[config.mk]
export PLATFORM = sky130hd
export DESIGN_NAME = stack_key_ctrl
export DESIGN_NICKNAME = d
export VERILOG_FILES = /design/src/rtl/stack_key_ctrl.sv
export SDC_FILE = /design/constraint.sdc
export NUM_CORES = 1
export LEC_CHECK = 0
export BUFFER_PORTS_ARGS = -buffer_cell sky130_fd_sc_hd__buf_2
export CORE_AREA = 8 8 94 96
export DETAILED_ROUTE_END_ITERATION = 7
export DIE_AREA = 0 0 102 104
export SKIP_LAST_GASP = 1
export SLEW_MARGIN = 20
export SYNTH_ARGS = -nofsm -noshare
export SYNTH_HDL_FRONTEND = slang
export SYNTH_SLANG_ARGS = --single-unit
[constraint.sdc]
create_clock -name clk -period 2.6 [get_ports clk]
set_clock_uncertainty 0.2 [all_clocks]
set_input_delay 0.78 -clock clk [delete_from_list [all_inputs] [get_ports clk]]
set_output_delay 0.78 -clock clk [all_outputs]
set_load 0.005 [all_outputs]
[src/rtl/stack_key_ctrl.sv]
// Button front end for the 8-deep stack: two-flop sync, per-key debounce, push/pop arbitration gated by full/empty.
// Strobes and err fire DB_CYCLES+2 edges after a key is first sampled low; rejected presses are counted (saturating at 15).
module stack_key_ctrl #(
    parameter int DB_CYCLES = 500000,
    parameter int W         = 4
) (
    input  logic         clk,
    input  logic         rst,
    input  logic         key_push_n,
    input  logic         key_pop_n,
    input  logic [W-1:0] sw,
    input  logic         full,
    input  logic         empty,
    output logic         push,
    output logic         pop,
    output logic [W-1:0] data_out,
    output logic         err,
    output logic [3:0]   err_cnt
);

    localparam int            CW      = (DB_CYCLES > 2) ? $clog2(DB_CYCLES) : 1;
    localparam logic [CW-1:0] CNT_MAX = CW'(DB_CYCLES - 1);

    // Bit 0 is the push key, bit 1 the pop key.
    logic [1:0]   r_key_s1;
    logic [1:0]   r_key_s2;
    logic [W-1:0] r_sw_s1;
    logic [W-1:0] r_sw_s2;
    logic [1:0]   w_fall;
    logic         w_push_ok;
    logic         w_pop_ok;
    logic         w_rej;

    always_ff @(posedge clk or negedge rst) begin
        if (!rst) begin
            r_key_s1 <= 2'b11;
            r_key_s2 <= 2'b11;
            r_sw_s1  <= '0;
            r_sw_s2  <= '0;
        end else begin
            r_key_s1 <= {key_pop_n, key_push_n};
            r_key_s2 <= r_key_s1;
            r_sw_s1  <= sw;
            r_sw_s2  <= r_sw_s1;
        end
    end

    for (genvar k = 0; k < 2; k++) begin : g_db
        logic          r_stb;
        logic [CW-1:0] r_cnt;

        always_ff @(posedge clk or negedge rst) begin
            if (!rst) begin
                r_stb <= 1'b1;
                r_cnt <= '0;
            end else if (r_key_s2[k] == r_stb) begin
                r_cnt <= '0;
            end else if (r_cnt == CNT_MAX) begin
                r_stb <= r_key_s2[k];
                r_cnt <= '0;
            end else begin
                r_cnt <= r_cnt + 1'b1;
            end
        end

        // Press is decided in the same cycle stb is about to fall, so the strobe lands on that edge.
        assign w_fall[k] = r_stb & ~r_key_s2[k] & (r_cnt == CNT_MAX);
    end

    // Simultaneous press: push wins, the pop is always dropped and counted once.
    assign w_push_ok = w_fall[0] & ~full;
    assign w_pop_ok  = w_fall[1] & ~w_fall[0] & ~empty;
    assign w_rej     = (w_fall[0] & full) | (w_fall[1] & (w_fall[0] | empty));

    always_ff @(posedge clk or negedge rst) begin
        if (!rst) begin
            push     <= 1'b0;
            pop      <= 1'b0;
            err      <= 1'b0;
            data_out <= '0;
            err_cnt  <= 4'd0;
        end else begin
            push <= w_push_ok;
            pop  <= w_pop_ok;
            err  <= w_rej;
            if (w_push_ok) begin
                data_out <= r_sw_s2;
            end
            if (w_rej && (err_cnt != 4'hF)) begin
                err_cnt <= err_cnt + 4'd1;
            end
        end
    end

endmodule

==> results.txt <==
Clock Tree Root - clkbuf_8
Startpoint Class - flop
maxcap violations - 0
post_cts resized - 0
DRT Pass-1 Iters - 4
largest net degree at the start of global routing - 48
met1 GRT Util - 0.135
Routed WL - 5.04 mm
chip width - 102 µm
first-pass GRT wire length - 8.74 mm
final slew viol count - 0
Worst-Margin Slew - 0.625 ns
ys async rst share - 1.00
# DRC - 0
Max IR drop VDD - 0.290 mV
DR iter-0 viols - 47
Synth Instances - 246
Post-synth EDFFs - 0
placed cell count - 365
Setup WS pre-CTS - 0.389 ns
antenna fix cells - 0
PortBufs - 20
Crit. End Element - flop
dpl hpwl - 3.41 mm
Worst EP arrival - 2.24 ns
GR Util met3 - 0.0368
wire length per cell - 13.2 µm
RSZ-0062 raised after global routing - no
Reg area - 1580 µm²
cts hold-fix bufs - 0
GRT busiest layer - met2
clk buf depth - 2
initial antenna violation count - 0
CTS tree - yes
Ys Warns - 0
r2r setup slk - 0.39 ns
count of different cell masters after synthesis - 41
total negative slack - 0 ns
vias in the first global route - 1,811
Netlist Area Pre-Place - 2830 µm²
post-synthesis register bit count - 63
total die area - 10,600 µm²
via density per instance - 4.68
fin crit share - 0.850
Sink Count - 63
Ports - 21
non-filler instance count after layout - 381
worst relative slew slack - 0.577
Routed Antenna Nets - 0
Worst path max stage delay - 0.39 ns
fill cell count - 719
WP data required - 2.63 ns
Post-Synthesis Mean Instance Area - 11.5 µm²
worst setup margin - 0.390 ns
Clk pin slew, worst setup/hold paths - 0.08 ns
sequential area share after synthesis - 0.560
Fin. Hold Viols - 0
multi-input combinational cell area - 1170 µm²
critical path fanouts, max - 6
GR Layer Usage met2 - 0.150
critical path cell sequence - ha_1, and4_1, nand2_1, o32ai_4, nand3_2, mux2_4
Site Rows - 32
minimum clock period - 2.21 ns
Area growth syn-to-layout - 15.3%
Primary FF master, synth - dfrtp_1
final net count - 289
worst skew pair latency - 0.34 ns
H-tree levels - 3
core area - 7450 µm²
min-delay worst type - reg2reg
critical path class - reg2reg
post-synth net total - 261
total CTS buffers - 9
CP max-delay cell - dfrtp_1
status - completed
Leak - 0.00146 µW
grt ovf - 0
layout cells sized above 1 - 0.233
Vias - 1,783
GRT Total Usage - 0.105
final setup vio count - 0
hold slack - 0.152 ns
# Post-CTS Setup Buffers - 0
highest achievable clock rate - 0.452 GHz
power per cell area - 624 nW/µm²
Starting Density - 0.380
Final Wtd Congestion - 0.800
Die H - 104 µm
## cell usage in the layout (no fill, tap or decap), drive strengths merged, types with 2 or more instances in the layout
master  Yosys  routed
clkinv      0       2
o21ai       2       2
inv         6       8
nand4      10      10
nor3        3       3
o31ai       2       2
mux2        5       5
dfstp       6       6
and4bb      3       3
nor2       47      47
buf         5      22
nand2      14      14
and4        5       5
nand3      14      14
nand2b      2       2
xor2       18      18
ha          5       5
xnor2      17      17
and2        3       3
dfrtp      57      57
nor4b       4       4
clkbuf      0       9
and3        9       9
bufinv      0       2
## cell type report
type | count | area share
Multi-Input combinational cell | 172 | 0.359
Sequential cell | 63 | 0.486
Timing Repair Buffer | 22 | 0.0392
Clock inverter | 7 | 0.0315
Clock buffer | 9 | 0.0380
Inverter | 6 | 0.00691
Tap cell | 102 | 0.0392
## synth_stat cells (2+ instances only)
| library cell | number | area share |
|---|---|---|
| and4bb_2 | 3 | 0.013 |
| dfrtp_1 | 57 | 0.50 |
| nand4_1 | 9 | 0.020 |
| xor2_1 | 18 | 0.056 |
| inv_1 | 6 | 0.0080 |
| and3_1 | 9 | 0.020 |
| and2_1 | 2 | 0.0044 |
| xnor2_1 | 17 | 0.053 |
| nor2_1 | 47 | 0.062 |
| and4_1 | 4 | 0.012 |
| ha_1 | 5 | 0.022 |
| nor4b_1 | 2 | 0.0062 |
| buf_6 | 2 | 0.0080 |
| nor3_1 | 2 | 0.0035 |
| nand2_1 | 14 | 0.019 |
| o31ai_1 | 2 | 0.0053 |
| o21ai_0 | 2 | 0.0035 |
| nor4b_2 | 2 | 0.011 |
| mux2_2 | 4 | 0.016 |
| dfstp_2 | 6 | 0.056 |
| nand3_1 | 13 | 0.023 |
## path summary, 6_finish.rpt
path                                            start  cells past startpoint                          end
setup reg to reg           g_db[1].r_cnt[0]$_DFF_PN0_                      6       err_cnt[1]$_DFFE_PN0P_
setup / recovery           g_db[1].r_cnt[0]$_DFF_PN0_                      6       err_cnt[1]$_DFFE_PN0P_
hold / removal                   r_sw_s1[2]$_DFF_PN0_                      0         r_sw_s2[2]$_DFF_PN0_
min in group asynchronous                         rst                      1  g_db[1].r_cnt[18]$_DFF_PN0_
max in group asynchronous                         rst                      2        r_key_s1[0]$_DFF_PN1_
hold reg to reg                  r_sw_s1[2]$_DFF_PN0_                      0         r_sw_s2[2]$_DFF_PN0_
## flip-flops by register name, indices dropped and copies added, names as in the netlist
register / flops
err: 1
r_sw_s2: 4
data_out: 4
g_db.r_cnt: 38
r_key_s2: 2
r_sw_s1: 4
pop: 1
r_key_s1: 2
g_db.r_stb: 2
push: 1
err_cnt: 4
## worst max-delay path: cells and delay by family (launching register included)
kind / cells / cell delay [ns]
simple gates: 3 / 0.62
flops: 1 / 0.39
compound gates: 1 / 0.36
mux: 1 / 0.31
fa+ha+maj: 1 / 0.22
## layer usage
layer,up-vias,wire (µm),share of wire
li1,897,-,-
met1,850,2420,0.48
met2,27,2280,0.45
met3,9,236,0.047
met4,0,101,0.020
met5,-,0,0
## cells by family after synthesis
logic type / share of synthesized area
AND/OR/NAND/NOR: 0.232
buffers and inverters: 0.0257
multiplexers: 0.0248
flip-flops: 0.560
AO/OA/AOI/OAI: 0.0266
adder cells (fa/ha/maj): 0.0221
XOR/XNOR: 0.108
## through the flow
stage	util	power (µW)	area [µm²]
global placement	0.407	1090	3030
finish	0.438	2030	3260
global route	0.438	2120	3260
floorplan	-	1060	2830
CTS	0.438	2070	3260
detailed placement	0.407	1090	3030
## power by group
group	switching (µW)	total [µW]	leakage [µW]	internal [µW]
sequential	9.49	1010	0.000830	999
combinational	41.8	60.9	0.000524	19.1
clock	416	965	0.000110	549
total	468	2030	0.00146	1570
Power figures use the tool's default switching activity.
